<file path="src/rtl/root_child_scheduler_pkg.sv">
// root_sched_pkg
// Shared types and constants for the root-level child scheduler and any
// other root-level arbiter that reuses rr_pick.
//   sched_state_t     : scheduler FSM states
//   NUM_CHILD_DEFAULT : default number of requesters/children
//   TIMEOUT_DEFAULT   : default watchdog length in WAIT cycles
//   CNT_W             : width of the saturating timeout counter
package root_sched_pkg;

  typedef enum logic [1:0] {
    IDLE    = 2'd0,
    START   = 2'd1,
    WAIT    = 2'd2,
    RELEASE = 2'd3
  } sched_state_t;

  localparam int NUM_CHILD_DEFAULT = 5;
  localparam int TIMEOUT_DEFAULT   = 16;
  localparam int CNT_W             = 8;

endpackage

</file>
<file path="src/rtl/root_child_scheduler_if.sv">
// root_child_scheduler_if
// Bundles the request/grant handshake between the request sources, the
// scheduler and the inst_0..inst_N-1 children.
//   req_i         : level request per child (bit k = inst_k)
//   done_i        : completion pulse from the granted child
//   grant_o       : one-hot grant or all-zero
//   grant_idx_o   : binary index of current/last grant
//   start_o       : one-cycle start pulse to the granted child
//   busy_o        : scheduler is in a transaction
//   timeout_o     : one-cycle watchdog expiry pulse
//   timeout_cnt_o : saturating count of watchdog expiries
// Modports: master = scheduler side, slave = requester/child side.
interface root_child_scheduler_if import root_sched_pkg::*; #(
  parameter int NUM_CHILD = NUM_CHILD_DEFAULT,
  parameter int IDXW      = $clog2(NUM_CHILD)
) ();

  logic [NUM_CHILD-1:0] req_i;
  logic                 done_i;
  logic [NUM_CHILD-1:0] grant_o;
  logic [IDXW-1:0]      grant_idx_o;
  logic                 start_o;
  logic                 busy_o;
  logic                 timeout_o;
  logic [CNT_W-1:0]     timeout_cnt_o;

  modport master (
    input  req_i, done_i,
    output grant_o, grant_idx_o, start_o, busy_o, timeout_o, timeout_cnt_o
  );

  modport slave (
    output req_i, done_i,
    input  grant_o, grant_idx_o, start_o, busy_o, timeout_o, timeout_cnt_o
  );

endinterface

</file>
<file path="src/rtl/root_child_scheduler_rr_pick.sv">
// rr_pick
// Combinational round-robin picker: returns the first set bit of req at or
// after ptr, searching upward and wrapping past N-1 back to 0.
//   req   : request vector
//   ptr   : search start position (0..N-1)
//   valid : at least one request is set
//   idx   : index of the chosen request (0 when valid is low)
module rr_pick import root_sched_pkg::*; #(
  parameter int N    = NUM_CHILD_DEFAULT,
  parameter int IDXW = $clog2(N)
) (
  input  logic [N-1:0]    req,
  input  logic [IDXW-1:0] ptr,
  output logic            valid,
  output logic [IDXW-1:0] idx
);

  localparam logic [IDXW:0] NW = (IDXW+1)'(N);

  // Rotating the doubled vector right by ptr puts the request at position
  // ptr in bit 0, so "first at or after ptr" becomes "lowest set bit".
  logic [2*N-1:0] req2;
  logic [N-1:0]   rot;

  assign req2 = {req, req};
  assign rot  = N'(req2 >> ptr);

  // Each slot maps its rotated position back to a real index; a slot wins
  // only when no lower rotated slot is set, so at most one slot ORs in.
  for (genvar j = 0; j < N; j++) begin : g_slot
    logic [IDXW:0]   sum;
    logic [IDXW-1:0] pos;
    logic            seen;
    logic [IDXW-1:0] acc;

    assign sum = {1'b0, ptr} + (IDXW+1)'(j);
    assign pos = (sum >= NW) ? IDXW'(sum - NW) : sum[IDXW-1:0];

    if (j == 0) begin : g_first
      assign seen = 1'b0;
      assign acc  = rot[0] ? pos : '0;
    end else begin : g_rest
      assign seen = g_slot[j-1].seen | rot[j-1];
      assign acc  = g_slot[j-1].acc | ((rot[j] && !seen) ? pos : '0);
    end
  end

  assign valid = |req;
  assign idx   = g_slot[N-1].acc;

endmodule

</file>
<file path="src/rtl/root_child_scheduler.sv">
// root_child_scheduler
// Round-robin scheduler sharing the root's child instances as a single
// execution resource: grants one child at a time, pulses start, holds the
// grant until done or watchdog expiry, then releases and advances priority.
//   clk   : rising-edge clock
//   rst_n : synchronous active-low reset
//   bus   : root_child_scheduler_if.master (requests, done, grant, status)
module root_child_scheduler import root_sched_pkg::*; #(
  parameter int NUM_CHILD = NUM_CHILD_DEFAULT,
  parameter int TIMEOUT   = TIMEOUT_DEFAULT,
  parameter int IDXW      = $clog2(NUM_CHILD)
) (
  input  logic                   clk,
  input  logic                   rst_n,
  root_child_scheduler_if.master bus
);

  localparam int              WDW      = (TIMEOUT > 1) ? $clog2(TIMEOUT) : 1;
  localparam logic [WDW-1:0]  WD_LAST  = WDW'(TIMEOUT - 1);
  localparam logic [IDXW-1:0] IDX_LAST = IDXW'(NUM_CHILD - 1);

  sched_state_t         state, state_n;
  logic [IDXW-1:0]      ptr, ptr_n;
  logic [WDW-1:0]       wdog, wdog_n;
  logic [NUM_CHILD-1:0] grant, grant_n;
  logic [IDXW-1:0]      grant_idx, grant_idx_n;
  logic                 start, start_n;
  logic                 busy, busy_n;
  logic                 tmo, tmo_n;
  logic [CNT_W-1:0]     tmo_cnt, tmo_cnt_n;

  logic                 pick_valid;
  logic [IDXW-1:0]      pick_idx;

  rr_pick #(
    .N    (NUM_CHILD),
    .IDXW (IDXW)
  ) u_pick (
    .req   (bus.req_i),
    .ptr   (ptr),
    .valid (pick_valid),
    .idx   (pick_idx)
  );

  // All state and every output is registered here.
  always_ff @(posedge clk) begin
    if (!rst_n) begin
      state     <= IDLE;
      ptr       <= '0;
      wdog      <= '0;
      grant     <= '0;
      grant_idx <= '0;
      start     <= 1'b0;
      busy      <= 1'b0;
      tmo       <= 1'b0;
      tmo_cnt   <= '0;
    end else begin
      state     <= state_n;
      ptr       <= ptr_n;
      wdog      <= wdog_n;
      grant     <= grant_n;
      grant_idx <= grant_idx_n;
      start     <= start_n;
      busy      <= busy_n;
      tmo       <= tmo_n;
      tmo_cnt   <= tmo_cnt_n;
    end
  end

  // Next-state and next-output logic. Pulses default low; everything else
  // holds unless the current state changes it. Done is checked before the
  // watchdog so a coincident done suppresses the timeout.
  always_comb begin
    state_n     = state;
    ptr_n       = ptr;
    wdog_n      = wdog;
    grant_n     = grant;
    grant_idx_n = grant_idx;
    start_n     = 1'b0;
    tmo_n       = 1'b0;
    tmo_cnt_n   = tmo_cnt;

    case (state)
      IDLE: begin
        if (pick_valid) begin
          state_n     = START;
          grant_n     = NUM_CHILD'(1) << pick_idx;
          grant_idx_n = pick_idx;
          start_n     = 1'b1;
          wdog_n      = '0;
        end
      end
      START: begin
        state_n = WAIT;
        wdog_n  = '0;
      end
      WAIT: begin
        if (bus.done_i) begin
          state_n = RELEASE;
          grant_n = '0;
        end else if (wdog == WD_LAST) begin
          state_n = RELEASE;
          grant_n = '0;
          tmo_n   = 1'b1;
          if (tmo_cnt != '1) tmo_cnt_n = tmo_cnt + CNT_W'(1);
        end else begin
          wdog_n = wdog + WDW'(1);
        end
      end
      RELEASE: begin
        state_n = IDLE;
        ptr_n   = (grant_idx == IDX_LAST) ? '0 : grant_idx + IDXW'(1);
      end
      default: state_n = IDLE;
    endcase

    busy_n = (state_n != IDLE);
  end

  assign bus.grant_o       = grant;
  assign bus.grant_idx_o   = grant_idx;
  assign bus.start_o       = start;
  assign bus.busy_o        = busy;
  assign bus.timeout_o     = tmo;
  assign bus.timeout_cnt_o = tmo_cnt;

endmodule

</file>
<file path="src/flat_wrapper.sv">
// flat-port wrapper written by rule: the top's interface ports become plain ports
module root_child_scheduler_flat import root_sched_pkg::*;
#(
  parameter int NUM_CHILD = NUM_CHILD_DEFAULT,
  parameter int TIMEOUT   = TIMEOUT_DEFAULT,
  parameter int IDXW      = $clog2(NUM_CHILD)
)
  (clk, rst_n, bus_req_i, bus_done_i, bus_grant_o, bus_grant_idx_o, bus_start_o, bus_busy_o, bus_timeout_o, bus_timeout_cnt_o);
  root_child_scheduler_if #(.NUM_CHILD(NUM_CHILD), .IDXW(IDXW)) bus_i ();
  input  logic clk;
  input  logic rst_n;
  input wire logic [$bits(bus_i.req_i)-1:0] bus_req_i;
  input wire logic [$bits(bus_i.done_i)-1:0] bus_done_i;
  output wire logic [$bits(bus_i.grant_o)-1:0] bus_grant_o;
  output wire logic [$bits(bus_i.grant_idx_o)-1:0] bus_grant_idx_o;
  output wire logic [$bits(bus_i.start_o)-1:0] bus_start_o;
  output wire logic [$bits(bus_i.busy_o)-1:0] bus_busy_o;
  output wire logic [$bits(bus_i.timeout_o)-1:0] bus_timeout_o;
  output wire logic [$bits(bus_i.timeout_cnt_o)-1:0] bus_timeout_cnt_o;
  assign bus_i.req_i = bus_req_i;
  assign bus_i.done_i = bus_done_i;
  assign bus_grant_o = bus_i.grant_o;
  assign bus_grant_idx_o = bus_i.grant_idx_o;
  assign bus_start_o = bus_i.start_o;
  assign bus_busy_o = bus_i.busy_o;
  assign bus_timeout_o = bus_i.timeout_o;
  assign bus_timeout_cnt_o = bus_i.timeout_cnt_o;
  root_child_scheduler #(.NUM_CHILD(NUM_CHILD), .TIMEOUT(TIMEOUT), .IDXW(IDXW)) u_core (.clk(clk), .rst_n(rst_n), .bus(bus_i));
endmodule
</file>
<file path="config.mk">
export PLATFORM = sky130hd
export DESIGN_NAME = root_child_scheduler_flat
export DESIGN_NICKNAME = d
export VERILOG_FILES = /design/src/rtl/root_child_scheduler_pkg.sv /design/src/rtl/root_child_scheduler_if.sv /design/src/rtl/root_child_scheduler_rr_pick.sv /design/src/rtl/root_child_scheduler.sv /design/src/flat_wrapper.sv
export SDC_FILE = /design/constraint.sdc
export NUM_CORES = 1
export LEC_CHECK = 0
export ABC_AREA = 0
export CORE_MARGIN = 1
export CORE_UTILIZATION = 47
export DETAILED_ROUTE_END_ITERATION = 10
export PLACE_DENSITY = 0.73
export SYNTH_ARGS = -nofsm -noshare
export SYNTH_HDL_FRONTEND = slang
export SYNTH_SLANG_ARGS = --single-unit
</file>
<file path="constraint.sdc">
create_clock -name clk -period 4.5 [get_ports clk]
set_input_delay 0.9 -clock clk [delete_from_list [all_inputs] [get_ports clk]]
set_output_delay 0.9 -clock clk [all_outputs]
set_load 0.01 [all_outputs]
</file>
== Word-level counts from Yosys, hierarchy flattened ==
Cells that the tools add are included.
Storage, ports and cells
  register bits: 28
Cells by class
  reductions and logical operators: 19
  multiplexer cells: 25
  shifts and indexed selects: 2
  bitwise gates (word level): 10
  eq/ne operators: 10
  add/sub/neg operators: 12
  order comparisons: 5
Operators with widths (count)
  3-bit two-way mux: 11
  4-bit by 3-bit >= comparator with 1-bit output, second input constant: 4
  5-bit two-way mux: 3
  3-bit subtractor, second input constant: 5
  4-bit two-way mux: 3
  3-bit OR: 4
  4-bit one-hot mux with 3 select lines: 1
  5-bit one-hot mux with 2 select lines: 1
  10-bit by 3-bit right shift with 5-bit output: 1
  3-bit by 2-bit adder with 4-bit output, second input constant: 2
  8-bit by 1-bit adder with 8-bit output, second input constant: 1
  8-bit != test, second input constant: 1
  2-bit one-hot mux with 4 select lines: 1
  4-bit AND reduction: 2
  2-bit two-way mux: 3
  5-bit OR reduction: 1
  1-bit by 3-bit left shift with 5-bit output, first input constant: 1
  3-bit by 1-bit adder with 4-bit output, second input constant: 1
  3-bit by 3-bit adder with 4-bit output, second input constant: 1
  4-bit by 1-bit adder with 4-bit output, second input constant: 1
  2-bit == test, second input constant: 2
  4-bit == test, second input constant: 1
  1-bit logical AND: 4
  1-bit zero test: 4
  16 further kinds: 24

== Logic depth before layout (Yosys ltp) ==
  depth after elaboration: 11
  mapped depth: 12

== Cells and area by module ==
From an unflattened synthesis, not the netlist that was laid out.
Unflattened totals
  cell total of the unflattened synthesis: 270
  area total of the unflattened synthesis: 2245.9 um^2
Modules (own cells, without submodules)
  root_child_scheduler: area each 1351.3 um^2, instances 1, cells each 147, sequential area each 560.5 um^2
  rr_pick: area each 894.6 um^2, instances 1, cells each 123, sequential area each 0.0 um^2

== Worst setup path before layout ==
OpenSTA, ideal clock, no wires.
  path kind: in2reg
  start point: input bus_req_i[1]
  end point: register u_core.grant[0], in the netlist u_core.bus.grant_o[0]
  path buffers: 1
  arrival: 2.932 ns
  slack: 1.451 ns
  stages on the path: 8
  data required time: 4.383 ns
  library setup time: 0.117 ns
  path through: buf_2 > mux2_4 > a22o_1 > or4_4 > or3_1 > nand3_1 > a222oi_1 > a32o_1
On the way
  cells in the longest elaborated chain, start to end: 11
  elaborated cells between the ends (all ways): 27
  classes of those cells: eq/ne: 1; shift: 2; mux: 7; bitwise: 7; reduce/logical: 10
RTL lines
  start: declaration: line flat_wrapper.sv:12  | input wire logic [$bits(bus_i.req_i)-1:0] bus_req_i;
  10-bit by 3-bit right shift with 5-bit output: line root_child_scheduler_rr_pick.sv:26  | assign rot = N'(req2 >> ptr);
  1-bit zero test / 1-bit OR (equally long branches): line root_child_scheduler_rr_pick.sv:44, root_child_scheduler_rr_pick.sv:43
  1-bit logical AND, or another cell as far along: line root_child_scheduler_rr_pick.sv:44  | assign acc = g_slot[j-1].acc | ((rot[j] && !seen) ? pos : '0);
  3-bit two-way mux, or another cell as far along: line root_child_scheduler_rr_pick.sv:44
  3-bit OR, or another cell as far along (2 in series): line root_child_scheduler_rr_pick.sv:44
  3-bit OR / 3-bit two-way mux (equally long branches): line root_child_scheduler_rr_pick.sv:44
  3-bit OR: line root_child_scheduler_rr_pick.sv:44
  1-bit by 3-bit left shift with 5-bit output: line root_child_scheduler.sv:87  | grant_n = NUM_CHILD'(1) << pick_idx;
  5-bit two-way mux: line root_child_scheduler.sv:85  | if (pick_valid) begin
  5-bit one-hot mux with 2 select lines: line root_child_scheduler.sv:83  | case (state)
  end signal: assignment: line root_child_scheduler.sv:61  | grant <= grant_n;
  end: declaration: line root_child_scheduler.sv:25  | logic [NUM_CHILD-1:0] grant, grant_n;
Several ways; a longest one is shown, not always the timed one. The select of a mux whose other input is x is not followed.
A chain may end at the register's enable or synchronous reset.

== Final worst setup path ==
  start point: input bus_req_i[2]
  end point: register u_core.grant[3], in the netlist u_core.bus.grant_o[3]
Same word-level chain as after synthesis.

==> out/results.ini <==
[clocking]
clkTransAtPathRegs_ns=0.09
cts_max_path_buffers=2
cts_tree=done
root_buffer=clkbuf_8
htree_levels=1
clock-sinks=28
clk_latency_ns=0.27
postCtsSetupBuffers=0
cts_hold_buffers=0
cts_resized=0
cts_made_buffers=3

[worst_setup_path]
path_cells=clkdlybuf4s50_1, mux4_2, nand2_1, a21boi_1, a211oi_1, nand3_1, a222oi_1, o31ai_1
critPathArrivalTime_ns=3.54
cp-start-kind=primary input
path_max_fanout=11
end_kind=flip-flop
cpMaxStageDelayCell=a222oi_1
cp_top_family=compound AO/OA/AOI/OAI gates
path_class=primary input to flip-flop
crit_path_max_incr_delay_ns=0.70
crit_buf_inv=1
required_ns=4.63

[die]
initial_utilization_pct=48.9
die_area_um2=4800
ioPinCount=27
rows=24
placeableCoreArea_um2=4350
die_y_um=69.3
fp.dieW_um=69.3

[logic_synthesis]
syn_area_um2=2130
synth.ff_latch_count=28
synthXorXnorAreaFrac_pct=3.29
syn_inst=250
syn-num-nets=276
yosys.area.top_type_share_pct=26.4
synthSimpleGateAreaFrac_pct=24.4
synth_common_cells=dfxtp_1, nor2_1, ha_1
ys_top_cells_by_area=dfxtp_1, ha_1, nor2_1
yosysTopAreaCell=dfxtp_1
synth.mux.area_fraction_pct=8.65
synth_top_family_by_area=simple AND/OR/NAND/NOR gates
synth_compound_area_share_pct=21.4
yosys.area_share.adder_pct=10.9
synth_edf_count=0
synth_cell_types=62
yosysSeqAreaShare_pct=26.4
async_reset_ff_share_pct=0
yosysWarnings=0
syn_area_per_cell_um2=8.51
synth_most_common_cell=dfxtp_1
synth_ff_type=dfxtp_1

[placement]
gp_congestion=0.952
dp.cells=320
dpl.hpwl_mm=3.41
dpl-instance-area_um2=2410
io_buffers=26

[grt]
grt_usage_pct=19.4
grt_pass1_wl_mm=7.76
grt-ovfl-total=0
grt_pass1_vias=1719
grt_max_degree=25
antenna_found_initial=0

[cells_and_area]
post-route-cell-area_um2=2480
stdcell_count=324
diodes=0
drive_gt1_share_pct=6.99
area_delta_synth_final_pct=16.7
postLayoutCoreUtil_pct=57.0
fin_nets=299

[timing]
max_freq_mhz=293
slew_violations=0
final.setup.tns_ns=0
setup_viol=0
relSlewSlack_pct=47.4
hold_violations=0
finClkSkew_ns=0.00419
rsz0062_at_grt=no
whs_ns=0.457
min_period_ns=3.41
worst_pin_slew_ns=0.787
timing.final.crit_share_pct=75.7

[detailed_routing]
avgViaCountPerCell=5.82
drc_errors=0
post_drt_wl_per_cell_um=14.0
first_pass_iters=4
drt_iter0_drc=145
wl_mm=4.54
ant_nets=0
dr_total_vias=1886

[job]
drv_cap=0

[pwr]
ir_worst_vdd_v=0.000310
power.density_nw_per_um2=422
p_leak_uw=0.000946

[worst_hold_path]
worstHoldPathType=flip-flop to flip-flop

[status]
status=complete, no violations

## tightest hold or removal path: cells and delay by family, from the launching register on
family / cells / cell delay (ns)
DFF: 1 / 0.32
and+or+nand+nor: 1 / 0.05
AOI/OAI and AO/OA: 1 / 0.05
## per-stage QoR
step | setup WS [ns] | power [uW]
after floorplan | 1.45 | 705
after global placement | 0.876 | 849
after detailed placement | 0.805 | 856
after CTS | 1.09 | 1050
after global routing | 0.862 | 1130
final | 1.09 | 1050
## kinds of logic after synthesis
group | after synthesis
and+or+nand+nor | 94
AOI/OAI and AO/OA | 64
DFF | 28
buffers and inverters | 24
adders and majority gates | 18
muxes | 14
xor gates and xnor gates | 8
## final timing paths
| kind | start | to | slack, ns | cells after the start |
|---|---|---|---|---|
| min | u_core.bus.grant_o[1]$_SDFFE_PN0P_ | u_core.bus.grant_o[1]$_SDFFE_PN0P_ | 0.46 | 2 |
| max reg2reg | u_core.ptr[0]$_SDFFE_PN0N_ | u_core.bus.grant_o[3]$_SDFFE_PN0P_ | 1.19 | 8 |
| max | bus_req_i[2] | u_core.bus.grant_o[3]$_SDFFE_PN0P_ | 1.09 | 8 |
| min reg2reg | u_core.bus.grant_o[1]$_SDFFE_PN0P_ | u_core.bus.grant_o[1]$_SDFFE_PN0P_ | 0.46 | 2 |
## sequential cells by signal, indices dropped and copies added (netlist names)
signal / count
u_core.state: 2
u_core.wdog: 4
u_core.bus.timeout_cnt_o: 8
u_core.ptr: 3
u_core.bus.start_o: 1
u_core.bus.grant_o: 5
u_core.bus.timeout_o: 1
u_core.bus.busy_o: 1
u_core.bus.grant_idx_o: 3
## report_power, final
group	switching, uW	leakage [uW]	total, uW	internal [uW]
clock network	76.3	0.0000357	195	119
logic	265	0.000683	502	237
registers	55.9	0.000228	351	295
## placed cells by master (no fill, tap or decap), drive strengths merged, types with 3 or more instances in the layout
cell           count
dfxtp             28
nor2              27
clkdlybuf4s50     26
ha                17
inv               15
a21oi             14
nand2             13
o21ai              9
nand3              7
mux2i              6
and2               6
nor2b              6
xor2               6
mux2               6
nor3               4
a22oi              4
a211oi             4
nand4              4
nand2b             3
or4bb              3
nor3b              3
or3                3
and3               3
o31ai              3
a32o               3
clkbuf             3
## area by class of cell
type | instances | area [um2]
Fill cell | 399 | 1870
Multi-Input combinational cell | 198 | 1460
Sequential cell | 28 | 561
Timing Repair Buffer | 27 | 268
Tap cell | 52 | 65.1
Inverter | 15 | 56.3
Clock buffer | 3 | 41.3
Clock inverter | 1 | 30.0
## per-layer routing
| layer | vias to the layer above | global-route usage [%] | share of wire, % |
|---|---|---|---|
| li1 | 971 | - | - |
| met1 | 872 | 27.8 | 51 |
| met2 | 39 | 30.6 | 44 |
| met3 | 4 | 3.63 | 4.1 |
| met4 | 0 | 3.17 | 0.55 |
| met5 | - | 0 | 0 |
Power figures use the tool's default switching activity.
